### config.mk
export PLATFORM = sky130hd
export DESIGN_NAME = axi_w_beat_gen_flat
export DESIGN_NICKNAME = d
export VERILOG_FILES = /design/src/rtl/axi_w_pkg.sv /design/src/rtl/sys_axi_w.sv /design/src/rtl/axi_w_fifo.sv /design/src/rtl/axi_w_beat_gen.sv /design/src/flat_wrapper.sv
export SDC_FILE = /design/constraint.sdc
export NUM_CORES = 1
export LEC_CHECK = 0
export ABC_AREA = 0
export CORE_MARGIN = 2
export CORE_UTILIZATION = 55
export CTS_CLUSTER_SIZE = 30
export DETAILED_ROUTE_END_ITERATION = 8
export GPL_TIMING_DRIVEN = 1
export PLACE_DENSITY = 0.86
export REMOVE_ABC_BUFFERS = 1
export SYNTH_ARGS = -nofsm -noshare
export SYNTH_HDL_FRONTEND = slang
export SYNTH_SLANG_ARGS = --single-unit
### constraint.sdc
create_clock -name clk_i -period 23.3 [get_ports clk_i]
set_input_delay 3.495 -clock clk_i [delete_from_list [all_inputs] [get_ports clk_i]]
set_output_delay 3.495 -clock clk_i [all_outputs]
set_load 0.03 [all_outputs]
### src/rtl/axi_w_pkg.sv
// Shared types for the AXI W-channel beat generator: beat payload and burst FSM states.
// AXI_DATA_WIDTH mirrors the SoC-wide data width (salyut1_soc_config).
package axi_w_pkg;

  localparam int AXI_DATA_WIDTH = 64;

  typedef struct packed {
    logic [AXI_DATA_WIDTH-1:0] data;
    logic [7:0]                strb;
  } w_beat_t;

  typedef enum logic {
    W_IDLE,
    W_BURST
  } w_state_e;

endpackage

### src/rtl/sys_axi_w.sv
// AXI write-data channel bundle; master drives payload/valid, slave drives wready.
interface sys_axi_w;
  import axi_w_pkg::*;

  logic [AXI_DATA_WIDTH-1:0] wdata;
  logic [7:0]                wstrb;
  logic                      wlast;
  logic                      wvalid;
  logic                      wready;

  modport master (output wdata, output wstrb, output wlast, output wvalid, input wready);
  modport slave  (input wdata, input wstrb, input wlast, input wvalid, output wready);
endinterface

### src/rtl/axi_w_fifo.sv
// Sync beat FIFO; write-to-read latency 1 cycle (no bypass), flags from registered pointers.
// Push ignored when full, pop ignored when empty; a pop frees its slot only next cycle.
module axi_w_fifo
  import axi_w_pkg::*;
#(
  parameter int DEPTH = 4
) (
  input  logic    clk_i,
  input  logic    srst_i,
  input  logic    push_i,
  input  w_beat_t din_i,
  input  logic    pop_i,
  output w_beat_t dout_o,
  output logic    full_o,
  output logic    empty_o
);

  localparam int AW = $clog2(DEPTH);

  logic [AW:0] wr_ptr_q, wr_ptr_d;
  logic [AW:0] rd_ptr_q, rd_ptr_d;
  w_beat_t     mem_q [DEPTH];
  logic        do_push, do_pop;

  // Extra MSB distinguishes full from empty when the index bits match.
  assign full_o  = (wr_ptr_q[AW] != rd_ptr_q[AW]) && (wr_ptr_q[AW-1:0] == rd_ptr_q[AW-1:0]);
  assign empty_o = (wr_ptr_q == rd_ptr_q);
  assign dout_o  = mem_q[rd_ptr_q[AW-1:0]];

  always_comb begin
    do_push  = push_i && !full_o;
    do_pop   = pop_i && !empty_o;
    wr_ptr_d = wr_ptr_q + (AW+1)'(do_push);
    rd_ptr_d = rd_ptr_q + (AW+1)'(do_pop);
  end

  always_ff @(posedge clk_i) begin
    if (srst_i) begin
      wr_ptr_q <= '0;
      rd_ptr_q <= '0;
    end else begin
      wr_ptr_q <= wr_ptr_d;
      rd_ptr_q <= rd_ptr_d;
    end
  end

  always_ff @(posedge clk_i) begin
    if (do_push) begin
      mem_q[wr_ptr_q[AW-1:0]] <= din_i;
    end
  end

endmodule

### src/rtl/axi_w_beat_gen.sv
// W-channel source: buffers write beats, emits one AXI W burst of len+1 beats per command with wlast.
// Latency wr->W 1 cycle min; W holds under wready=0; wr_ready_o = FIFO not full; cmd accepted on last beat.
module axi_w_beat_gen
  import axi_w_pkg::*;
#(
  parameter int FIFO_DEPTH = 4,
  parameter int LEN_W      = 8
) (
  input  logic                      clk_i,
  input  logic                      srst_i,
  input  logic                      cmd_valid_i,
  output logic                      cmd_ready_o,
  input  logic [LEN_W-1:0]          cmd_len_i,
  input  logic                      wr_valid_i,
  output logic                      wr_ready_o,
  input  logic [AXI_DATA_WIDTH-1:0] wr_data_i,
  input  logic [7:0]                wr_strb_i,
  output logic                      busy_o,
  sys_axi_w.master                  axi_w
);

  w_state_e         state_q, state_d;
  logic [LEN_W-1:0] cnt_q, cnt_d;
  w_beat_t          head;
  w_beat_t          din;
  logic             full, empty;
  logic             push, pop;
  logic             wvalid, wlast;

  assign din.data   = wr_data_i;
  assign din.strb   = wr_strb_i;
  assign wr_ready_o = !full && !srst_i;
  assign push       = wr_valid_i && wr_ready_o;

  axi_w_fifo #(
    .DEPTH (FIFO_DEPTH)
  ) u_fifo (
    .clk_i   (clk_i),
    .srst_i  (srst_i),
    .push_i  (push),
    .din_i   (din),
    .pop_i   (pop),
    .dout_o  (head),
    .full_o  (full),
    .empty_o (empty)
  );

  always_comb begin
    state_d     = state_q;
    cnt_d       = cnt_q;
    cmd_ready_o = 1'b0;
    wvalid      = 1'b0;
    wlast       = 1'b0;
    pop         = 1'b0;
    case (state_q)
      W_IDLE: begin
        cmd_ready_o = 1'b1;
        if (cmd_valid_i) begin
          cnt_d   = cmd_len_i;
          state_d = W_BURST;
        end
      end
      W_BURST: begin
        wvalid = !empty;
        wlast  = (cnt_q == '0);
        if (wvalid && axi_w.wready) begin
          pop   = 1'b1;
          cnt_d = cnt_q - LEN_W'(1);
          // Last beat leaving frees the FSM; take the next command in the same cycle.
          if (wlast) begin
            cmd_ready_o = 1'b1;
            if (cmd_valid_i) begin
              cnt_d = cmd_len_i;
            end else begin
              state_d = W_IDLE;
            end
          end
        end
      end
      default: state_d = W_IDLE;
    endcase
    if (srst_i) begin
      cmd_ready_o = 1'b0;
      wvalid      = 1'b0;
      wlast       = 1'b0;
      pop         = 1'b0;
    end
  end

  always_ff @(posedge clk_i) begin
    if (srst_i) begin
      state_q <= W_IDLE;
      cnt_q   <= '0;
    end else begin
      state_q <= state_d;
      cnt_q   <= cnt_d;
    end
  end

  assign axi_w.wvalid = wvalid;
  assign axi_w.wlast  = wlast;
  assign axi_w.wdata  = head.data;
  assign axi_w.wstrb  = head.strb;
  assign busy_o       = !srst_i && ((state_q == W_BURST) || !empty);

endmodule

### src/flat_wrapper.sv
// flat-port wrapper written by rule: the top's interface ports become plain ports
module axi_w_beat_gen_flat import axi_w_pkg::*;
#(
  parameter int FIFO_DEPTH = 4,
  parameter int LEN_W      = 8
)
  (clk_i, srst_i, cmd_valid_i, cmd_ready_o, cmd_len_i, wr_valid_i, wr_ready_o, wr_data_i, wr_strb_i, busy_o, axi_w_wdata, axi_w_wstrb, axi_w_wlast, axi_w_wvalid, axi_w_wready);
  sys_axi_w axi_w_i ();
  input  logic clk_i;
  input  logic srst_i;
  input  logic cmd_valid_i;
  output logic cmd_ready_o;
  input  logic [LEN_W-1:0] cmd_len_i;
  input  logic wr_valid_i;
  output logic wr_ready_o;
  input  logic [AXI_DATA_WIDTH-1:0] wr_data_i;
  input  logic [7:0] wr_strb_i;
  output logic busy_o;
  output wire logic [$bits(axi_w_i.wdata)-1:0] axi_w_wdata;
  output wire logic [$bits(axi_w_i.wstrb)-1:0] axi_w_wstrb;
  output wire logic [$bits(axi_w_i.wlast)-1:0] axi_w_wlast;
  output wire logic [$bits(axi_w_i.wvalid)-1:0] axi_w_wvalid;
  input wire logic [$bits(axi_w_i.wready)-1:0] axi_w_wready;
  assign axi_w_wdata = axi_w_i.wdata;
  assign axi_w_wstrb = axi_w_i.wstrb;
  assign axi_w_wlast = axi_w_i.wlast;
  assign axi_w_wvalid = axi_w_i.wvalid;
  assign axi_w_i.wready = axi_w_wready;
  axi_w_beat_gen #(.FIFO_DEPTH(FIFO_DEPTH), .LEN_W(LEN_W)) u_core (.clk_i(clk_i), .srst_i(srst_i), .cmd_valid_i(cmd_valid_i), .cmd_ready_o(cmd_ready_o), .cmd_len_i(cmd_len_i), .wr_valid_i(wr_valid_i), .wr_ready_o(wr_ready_o), .wr_data_i(wr_data_i), .wr_strb_i(wr_strb_i), .busy_o(busy_o), .axi_w(axi_w_i));
endmodule
## Word-level counts from Yosys, hierarchy flattened

Memories as Yosys holds them, arrays and structs flattened. A register that Yosys moved wholly into a read port is not among the register bits.
Cells that the tools add are included.

- RAM bits: 288
- ROM bits: 0
- Latch bits: 0
- Input bits: 85
- Memories kept: 1
- Word-level logic and storage cells: 50
- Flip-flop bits (word level): 15

- $lt $le $gt $ge: 0
- Div/mod/pow operators: 0
- Reduce and logical (&&, ||, !) cells: 13
- Add/sub/neg operators: 3
- Bitwise logic cells: 1
- Muxes and demuxes: 23
- Shift-type cells: 0
- Multiply operators: 0
- Eq/ne operators: 5

Memory list:

| name | words | bits a word | read ports | clocked after memory_dff | write ports | RTL line | RTL |
|---|---|---|---|---|---|---|---|
| u_core.u_fifo.mem_q | 4 | 72 | 1 | 1 | 1 | axi_w_fifo.sv:22 | `w_beat_t mem_q [DEPTH];` |

Operators by type and width:

| kind | count |
|---|---|
| 8-bit two-way mux | 4 |
| 8-bit one-hot mux with 2 select lines | 1 |
| 1-bit two-way mux | 15 |
| 8-bit logical NOT | 1 |
| 8-bit by 1-bit subtractor with 8-bit output (second input constant) | 1 |
| 1-bit logical AND | 7 |
| 3-bit by 1-bit adder with 3-bit output | 2 |
| 2-bit != test (second input constant) | 2 |
| 1-bit one-hot mux with 2 select lines | 2 |
| 3-bit == test | 1 |
| 1-bit logical NOT | 3 |
| 2-bit == test | 1 |
| 2-bit two-way mux | 1 |
| 2-bit AND reduction | 1 |
| 1-bit logical OR | 1 |
| 1-bit != test | 1 |
| 1-bit NOT | 1 |

## Longest topological paths before layout

Gate-level depths: netlist (run 1).

- Depth after elaboration: 9
- Mapped depth: 8
- Mapped depth without buffers: 7

## Hierarchy

Synthesis (run 1) repeated with hierarchy kept, for this count alone.

- Cells, all modules: 500
- Area, all modules: 11,419.7 µm²

Modules (own cells, without submodules):

| module | instances | cells each | area each (µm²) |
|---|---|---|---|
| axi_w_fifo | 1 | 412 | 10,740.3 |
| axi_w_beat_gen | 1 | 88 | 679.4 |

## Worst setup path after synthesis (run 1)

Ideal clock, no wire load.

- Path type: input-to-reg
- Start point: input port srst_i
- End point: memory u_core.u_fifo.mem_q[0][0] in the netlist's numbering, enable pin
- Stages on the path: 3
- Data arrival time: 9.440 ns
- Slack: 13.254 ns
- Cell sequence: clkbuf_1 -> a311oi_1 -> nor3b_1

- Word-level cells in the longest chain between the ends: 6

Ends and longest elaborated chain:

| what | RTL line | RTL |
|---|---|---|
| start: declaration | flat_wrapper.sv:10 | `input logic srst_i;` |
| 1-bit logical NOT | axi_w_beat_gen.sv:32 | `assign wr_ready_o = !full && !srst_i;` |
| 1-bit logical AND | axi_w_beat_gen.sv:32 |  |
| 1-bit logical AND | axi_w_beat_gen.sv:33 | `assign push = wr_valid_i && wr_ready_o;` |
| 1-bit logical AND | axi_w_fifo.sv:31 | `do_push = push_i && !full_o;` |
| 1-bit two-way mux | axi_w_fifo.sv:48 | `if (do_push) begin` |
| 1-bit two-way mux (implied by the code) | axi_w_fifo.sv:49 | `mem_q[wr_ptr_q[AW-1:0]] <= din_i;` |
| end: declaration | axi_w_fifo.sv:22 |  |

No other way between the ends.

## Worst setup path in the final report (run 1)

- Start point: input port srst_i
- End point: output port axi_w_wlast

- Word-level cells in the longest chain between the ends: 1

Ends and longest elaborated chain:

| what | RTL line | RTL |
|---|---|---|
| 1-bit two-way mux | axi_w_beat_gen.sv:82 | `if (srst_i) begin` |
| end: declaration | flat_wrapper.sv:21 | `output wire logic [$bits(axi_w_i.wlast)-1:0] axi_w_wlast;` |

No other way between the ends.

==> impl_metrics.toml, run 1 <==
[floorplan]
die_w_um = 148
boundaryPins = 162
initial_utilization_pct = 56.1
die_h_um = 148
die_area_um2 = 21800
rows = 52
core_um2 = 20200

[clock_network]
numCtsBuffers = 29
ctsHoldBuffers = 0
h-tree-depth = 1
clkTransAtPathRegs_ps = 60
cts-resized-gates = 0
cts_tree = "built"
cts.sinks = 303
clock_latency_ps = 530
post_cts_buffers = 0
cts_root_buffer = "clkbuf_16"
clock_path_buffers = 3

[power]
sw_frac_of_total_pct = 20.4
total_power_w = 0.00116
power_switching_w = 0.000237
p_clk_share_pct = 39.4
p_per_area_nw_per_um2 = 81.5
p_comb_share_pct = 7.5
share_seq_of_total_power_pct = 53.2
internal_power_w = 0.000922
leakagePower_nw = 4.50
peakVddDrop_mv = 0.0617

[drt]
drc = 0
first_pass_iters = 5
wl_met1_mm = 8.72
drt_iter0_drc = 440
vias_per_cell = 5.82
route.vias.total = 5600
dr_wl_met3_mm = 1.37
wl_mm = 21.3
routed-wl-met2_mm = 10.6
highest_layer = "met4"
wire_per_inst_um = 22.2
ant_nets = 0

[global_routing]
grt_pass1_wl_mm = 33.4
antenna_found_initial = 0
grt_max_degree = 76
grt_overflow_total = 0
track_usage_pct = 19.9
grt_pass1_vias = 5864

[place]
place_hpwl_mm = 12.4
port_buffers = 161
gp_congestion = 0.936
place_inst = 910

[setup_path]
rr_worst_depth = 5
cp-start-kind = "primary input"
r2r-end = "u_core.u_fifo.mem_q[1][59]"
crit_arrival_ps = 5590
ff2ff_setup_slack_ps = 19200
required_ps = 19810
critPathKind = "primary input to output pin"
r2r-start = "u_core.u_fifo.rd_ptr_q[1]"
cp-end-kind = "output pin"
cp_max_fo = 19

[timing]
slew_violations = 0
fin_setup_tns_ps = 0
hold_slack_ps = 520
rsz0062_at_grt = "no"
slew_headroom_pct = 22.1
final-setup-viol-count = 0
min_period_ps = 9080
worst_slew_pin_slew_ps = 1170
fin_crit_sh_pct = 39.0
fin_skew_ps = 11.0
max_freq_mhz = 110
final_hold_viol_count = 0

[synthesis]
yosys_warnings = 0
async_flop_share_pct = 0
synthTopCellsByCount = "288 x edfxtp_1, 72 x mux4_2, 15 x dfxtp_1"
avgSynthCellArea_um2 = 23.0
synth_area_leaders = "edfxtp_1 76%, mux4_2 14%, dfxtp_1 2.6%"
ys_seq_area_share_pct = 78.8
ys_ff_latch = 303
ys_types = 44
synthesis.area_um2 = 11400
syn_inst = 494
synth_top_flop_cell = "edfxtp_1"
synth_edf_count = 288
yosys.area.top_type_share_pct = 76.2
synth_largest_area_cell = "edfxtp_1"
post-synth-top-count-cell = "edfxtp_1"

[layout]
layout.nets = 762
drive_gt1_share_pct = 18.8
syn_to_final_growth_pct = 25.2
diodes = 0
finalNonFillerCells = 962
utilization_pct = 70.2

[hold_path]
holdPathStages = 2
holdCritStartpoint = "u_core.cnt_q[7]"
worstHoldEndpoint = "u_core.cnt_q[7]"
hold_path.class = "flip-flop to flip-flop"

[job]
maxCapViolations = 0

[outcome]
status = "finished clean"
[power by group through the flow]
stage | registers, W | logic, W | clock network [W]
2_1_floorplan | 0.000627 | 0.0000435 | 0
3_3_place_gp | 0.000626 | 0.0000826 | 0
3_5_place_dp | 0.000627 | 0.0000857 | 0
4_1_cts | 0.000616 | 0.0000866 | 0.000464
5_1_grt | 0.000617 | 0.0000922 | 0.000486
6_report | 0.000616 | 0.0000866 | 0.000456
[final cells by class]
cell class	instances	area, µm²
clock buffers	35	748
clock inverters	17	185
fillers	1183	6020
inverters	9	33.8
multi-input cells	162	2300
flip-flops and latches	303	8960
well taps	270	338
repair buffers	166	1650
[metal layers]
metal	up-vias	GRT usage, %
met5	-	0
met3	56	3.12
met4	0	5.67
met2	262	33.0
li1	2448	-
met1	2834	28.3
[critical path, cell delays in order]
cell and delay, ps:
clkdlybuf4s50_1 770, inv_1 360, nand2_1 130, nor2_1 140
clkdlybuf4s50_1 680
[layout by cell type, fill, tap and decap left out, types with 7 or more instances in the layout]
cell type / synthesis / final
mux4_2: 72 / 72
edfxtp_1: 288 / 288
nor2b_1: 7 / 7
dfxtp_1: 15 / 13
nor2_1: 10 / 8
clkdlybuf4s50_1: 0 / 161
inv_1: 9 / 9
nand2_1: 9 / 9
clkbuf_16: 0 / 29
[registers in the layout, indices dropped and copies added, names as in the netlist]
register and cells:
u_core.u_fifo.wr_ptr_q 3, u_core.u_fifo.rd_ptr_q 3, u_core.u_fifo.mem_q 288, u_core.state_q 1, u_core.cnt_q 8
[how the worst max path moves through the flow]
stage | from | end | depth (start not counted)
floorplan | srst_i | u_core.u_fifo.mem_q[0][0] | 2
global placement | srst_i | axi_w_wlast | 5
detailed placement | srst_i | axi_w_wlast | 5
CTS | srst_i | axi_w_wlast | 5
global route | srst_i | axi_w_wlast | 5
finish | srst_i | axi_w_wlast | 5
[cell families after synthesis]
logic type,after synthesis,synth area share (%)
AND/OR/NAND/NOR,45,2.11
multiplexers,75,14.6
flip-flops,303,78.8
AO/OA/AOI/OAI,29,2.16
adder cells (fa/ha/maj),6,0.661
XOR/XNOR,7,0.540
buffers and inverters,29,1.14
[through the flow]
step | cell area, µm² | setup slack (ps)
2_1_floorplan | 11300 | 13440
3_3_place_gp | 13300 | 14380
3_5_place_dp | 13300 | 14300
4_1_cts | 14200 | 14280
5_1_grt | 14200 | 14110
6_report | 14200 | 14220
Power figures use the tool's default switching activity.
==> run 2, diff against run 1 <==
--- a/config.mk
+++ b/config.mk
@@ -7,11 +7,11 @@
 export LEC_CHECK = 0
 export ABC_AREA = 0
 export CORE_MARGIN = 2
-export CORE_UTILIZATION = 55
+export CORE_UTILIZATION = 54
 export CTS_CLUSTER_SIZE = 30
 export DETAILED_ROUTE_END_ITERATION = 8
 export GPL_TIMING_DRIVEN = 1
-export PLACE_DENSITY = 0.86
+export PLACE_DENSITY = 0.85
 export REMOVE_ABC_BUFFERS = 1
 export SYNTH_ARGS = -nofsm -noshare
 export SYNTH_HDL_FRONTEND = slang
==> constraint.sdc (replaced) <==
create_clock -name clk_i -period 9 [get_ports clk_i]
set_input_delay 1.35 -clock clk_i [delete_from_list [all_inputs] [get_ports clk_i]]
set_output_delay 1.35 -clock clk_i [all_outputs]
set_load 0.03 [all_outputs]
==> impl_metrics.toml, run 2 (synthesis results as in run 1) <==
[layout]
multi_input_area_um2 = 2300
nFillCells = 1296
utilization_pct = 68.7
syn_to_final_growth_pct = 26.0
diodes = 0
seqCellArea_um2 = 8960
layout.nets = 764
drive_gt1_share_pct = 20.0
largest_reg_flops = 288
mostFrequentLayoutCell = "edfxtp_1"
layout_common_cells = "288 x edfxtp_1, 161 x clkdlybuf4s50_1, 72 x mux4_2, 31 x clkbuf_16, 13 x dfxtp_1"

[power]
internal_power_w = 0.00244
p_comb_share_pct = 7.4
p_clk_share_pct = 40.5
peakVddDrop_mv = 0.163
sw_frac_of_total_pct = 20.3
p_per_area_nw_per_um2 = 214
leakagePower_nw = 4.55
share_seq_of_total_power_pct = 52.1
power_switching_w = 0.000622
total_power_w = 0.00306

[setup_path]
slowest_stage = "buf_4"
required_ps = 7650
cp_max_fo = 48
crit_arrival_ps = 3390
slowest_delay_ps = 830
cp-start-kind = "flip-flop"
critPathKind = "flip-flop to output pin"
worstPathCellList = "buf_4, mux4_2, clkdlybuf4s50_1"
critical_path.top_delay_family = "buffers and inverters"
crit_buf_inv = 2
cp-end-kind = "output pin"

[global_routing]
antenna_found_initial = 0
track_usage_pct = 19.8
grt_overflow_total = 0
grt_max_degree = 76
grt_pass1_vias = 5994
grt_pass1_wl_mm = 33.7

[clock_network]
h-tree-depth = 1
clock_path_buffers = 3
post_cts_buffers = 0
numCtsBuffers = 30
ctsHoldBuffers = 0
cts-resized-gates = 0
cts.sinks = 303
clock_latency_ps = 530
cts_tree = "built"
cts_root_buffer = "clkbuf_16"
clkTransAtPathRegs_ps = 60

[place]
gp_congestion = 0.993
port_buffers = 161
place_hpwl_mm = 13.2
post-place-ws_ps = 4030

[floorplan]
core_um2 = 20800
initial_utilization_pct = 54.5
die_area_um2 = 22200
die_w_um = 149
rows = 53
boundaryPins = 162
die_h_um = 149

[drt]
vias_per_cell = 5.73
first_pass_iters = 5
wl_mm = 21.6
drt_iter0_drc = 381
ant_nets = 0
wire_per_inst_um = 22.3
drc = 0
route.vias.total = 5559

[timing]
fin_skew_ps = 13.2
rsz0062_at_grt = "no"
final-setup-viol-count = 0
fin_crit_sh_pct = 52.7
max_freq_mhz = 211
slew_violations = 0
fin_ws_ps = 4260
slew_headroom_pct = 24.2
worst_slew_pin_slew_ps = 1140
min_period_ps = 4740
fin_setup_tns_ps = 0
hold_slack_ps = 506
final_hold_viol_count = 0

[outcome]
status = "finished clean"

[hold_path]
hold_path.class = "flip-flop to flip-flop"

[job]
maxCapViolations = 0
## run 2: changes by cell type in the layout (fill, tap and decap cells not counted), moves of 2 or more
| cell | before | now |
|---|---|---|
| clkbuf_1 | 6 | 4 |
| clkbuf_16 | 29 | 31 |
| clkbuf_8 | 0 | 5 |
| clkinv_1 | 5 | 2 |
| clkinv_2 | 6 | 9 |
## run 2: tightest hold or removal path: stages, from the launching register on
cell and delay, ps:
dfxtp_1 320, nand3b_1 80, o2bb2ai_1 60
## run 2: area by class of cell
| type | instances | share of cell area [%] |
|---|---|---|
| tap | 275 | 2.41 |
| sequential | 303 | 62.6 |
| clock buffer | 40 | 6.01 |
| inverter | 9 | 0.236 |
| clock inverter | 15 | 1.05 |
| multi-input combinational | 162 | 16.1 |
| timing repair buffer | 167 | 11.6 |
## run 2: layer usage
| metal | vias to the layer above | global-route usage, % | share of wire, % |
|---|---|---|---|
| met2 | 227 | 33.8 | 53 |
| li1 | 2449 | - | - |
| met1 | 2860 | 27.2 | 40 |
| met5 | - | 0 | 0 |
| met4 | 0 | 3.76 | 0.99 |
| met3 | 23 | 3.67 | 6.8 |
## run 2: stage by stage
step	area, µm²	instances
2_1_floorplan	11300	474
3_3_place_gp	13300	916
3_5_place_dp	13300	916
4_1_cts	14300	971
5_1_grt	14300	971
6_report	14300	971
## run 2: final timing paths
| path | startpoint | end | slack [ps] | cells past startpoint |
|---|---|---|---|---|
| worst min register to register | u_core.cnt_q[7] | u_core.cnt_q[7] | 510 | 2 |
| worst max register to register | u_core.u_fifo.rd_ptr_q[1] | u_core.u_fifo.mem_q[1][53] | 4980 | 5 |
| worst max-delay path | u_core.u_fifo.rd_ptr_q[0] | axi_w_wdata[14] | 4260 | 3 |
| worst min-delay path | u_core.cnt_q[7] | u_core.cnt_q[7] | 510 | 2 |
## run 2: power groups by stage
stage               combinational (W)  clock, W  sequential [W]
floorplan                    0.000113         0         0.00162
global placement             0.000215         0         0.00162
detailed placement           0.000225         0         0.00162
CTS                          0.000226   0.00126         0.00159
global route                 0.000239   0.00132         0.00160
finish                       0.000226   0.00124         0.00159
==> run 3, diff against run 2 <==
--- a/config.mk
+++ b/config.mk
@@ -7,11 +7,11 @@
 export LEC_CHECK = 0
 export ABC_AREA = 0
 export CORE_MARGIN = 2
-export CORE_UTILIZATION = 54
+export CORE_UTILIZATION = 49
 export CTS_CLUSTER_SIZE = 30
 export DETAILED_ROUTE_END_ITERATION = 8
 export GPL_TIMING_DRIVEN = 1
-export PLACE_DENSITY = 0.85
+export PLACE_DENSITY = 0.82
 export REMOVE_ABC_BUFFERS = 1
 export SYNTH_ARGS = -nofsm -noshare
 export SYNTH_HDL_FRONTEND = slang
==> constraint.sdc (replaced) <==
create_clock -name clk_i -period 4.3 [get_ports clk_i]
set_input_delay 0.645 -clock clk_i [delete_from_list [all_inputs] [get_ports clk_i]]
set_output_delay 0.645 -clock clk_i [all_outputs]
set_load 0.03 [all_outputs]
==> impl_metrics.toml, run 3 (synthesis results as in run 1) <==
[outcome]
status = "finished clean"

[timing]
min_period_ps = 3590
max_freq_mhz = 278
fin_skew_ps = 10.1
slew_headroom_pct = 53.5
slew_violations = 0
final-setup-viol-count = 0
rsz0062_at_grt = "no"
fin_ws_ps = 706
final_hold_viol_count = 0
fin_crit_sh_pct = 83.6
worst_slew_pin_slew_ps = 698

[power]
p_per_area_nw_per_um2 = 458
peakVddDrop_mv = 0.279
leakagePower_nw = 4.65
total_power_w = 0.00665

[layout]
drive_gt1_share_pct = 21.3
syn_to_final_growth_pct = 28.0
layout_common_cells = "288 x edfxtp_1, 161 x clkdlybuf4s50_1, 72 x mux4_2, 31 x clkbuf_16, 13 x dfxtp_1"
mostFrequentLayoutCell = "edfxtp_1"
layout.nets = 771
finalNonFillerCells = 989
nFillCells = 1488
utilization_pct = 64.0
diodes = 0
largest_reg_flops = 288

[job]
maxCapViolations = 0

[drt]
route.vias.total = 5601
vias_per_cell = 5.66
drt_iter0_drc = 340
first_pass_iters = 4
wire_per_inst_um = 22.1
ant_nets = 0
drc = 0
wl_mm = 21.9

[clock_network]
ctsHoldBuffers = 0
cts-resized-gates = 0
cts.sinks = 303
post_cts_buffers = 0
clkTransAtPathRegs_ps = 60
numCtsBuffers = 30
h-tree-depth = 1
cts_tree = "built"
clock_path_buffers = 3
clock_latency_ps = 530
cts_root_buffer = "clkbuf_16"

[setup_path]
r2r-end = "u_core.u_fifo.mem_q[0][46]"
cp-start-kind = "flip-flop"
required_ps = 3650
r2r-start = "u_core.u_fifo.rd_ptr_q[1]"
crit_arrival_ps = 2950
rr_worst_depth = 4
ff2ff_setup_slack_ps = 1350
cp-end-kind = "output pin"
critPathKind = "flip-flop to output pin"
cp_max_fo = 28

[place]
gp_congestion = 0.990
place_inst = 933
place_hpwl_mm = 13.6
port_buffers = 161
post-place-ws_ps = 1040

[hold_path]
holdPathStages = 2
worstHoldEndpoint = "u_core.cnt_q[7]"
holdCritStartpoint = "u_core.cnt_q[7]"
hold_path.class = "flip-flop to flip-flop"

[global_routing]
grt_max_degree = 47
track_usage_pct = 18.3
antenna_found_initial = 0
grt_pass1_wl_mm = 34.2
grt_overflow_total = 0
grt_pass1_vias = 6021

[floorplan]
boundaryPins = 162
die_area_um2 = 24400
die_w_um = 156
die_h_um = 156
rows = 55
initial_utilization_pct = 50.0
core_um2 = 22700
## run 3: cell count changes in the layout (fill, tap and decap cells not counted)
cell,before,now
clkbuf_1,4,3
clkbuf_8,5,4
clkinv_1,2,0
buf_4,6,8
clkinv_4,0,1
buf_12,0,5
bufinv_16,3,7
## run 3: how the worst max path moves through the flow
stage                                   start                          to  slack (ps)  cells past startpoint
floorplan           u_core.u_fifo.rd_ptr_q[0]   u_core.u_fifo.mem_q[0][0]       -5540                      3
global placement                       srst_i  u_core.u_fifo.mem_q[2][50]        1180                      6
detailed placement                     srst_i  u_core.u_fifo.mem_q[0][12]        1040                      5
CTS                 u_core.u_fifo.rd_ptr_q[0]             axi_w_wdata[42]         610                      3
global route        u_core.u_fifo.rd_ptr_q[0]             axi_w_wdata[19]         530                      3
finish              u_core.u_fifo.rd_ptr_q[0]             axi_w_wdata[42]         710                      3
## run 3: metrics by stage
| step | instance area (µm²) | TNS, ps | hold slack, ps |
|---|---|---|---|
| after floorplan | 11300 | -1019410 | 465 |
| after global placement | 13400 | 0 | 487 |
| after detailed placement | 13400 | 0 | 493 |
| after CTS | 14500 | 0 | 514 |
| after global routing | 14500 | 0 | 531 |
| final | 14500 | 0 | 508 |
## run 3: cell type report
type / count / area, µm² / share of cell area, %
Clock inverter: 18 / 272 / 1.87
Sequential cell: 303 / 8960 / 61.6
Clock buffer: 38 / 842 / 5.79
Multi-Input combinational cell: 162 / 2300 / 15.8
Tap cell: 285 / 357 / 2.45
Timing Repair Buffer: 174 / 1770 / 12.2
Inverter: 9 / 33.8 / 0.232
## run 3: critical path, stage by stage (launching register included)
cell and delay (ps):
dfxtp_4 750, buf_4 450, mux4_2 580, clkdlybuf4s50_1 610
## run 3: power breakdown
part           internal, W  total, W  leakage, nW  switching (W)
Clock              0.00180   0.00284        0.553        0.00104
Combinational     0.000224  0.000473         1.36       0.000249
Sequential         0.00330   0.00333         2.74      0.0000329
## run 3: per-layer routing
metal,wire (µm),GRT usage (%),vias to the layer above,share of wire (%)
li1,-,-,2468,-
met2,11100,31.8,225,51
met4,329,4.24,0,1.5
met3,1420,3.30,28,6.5
met1,9040,24.5,2880,41
met5,0,0,-,0
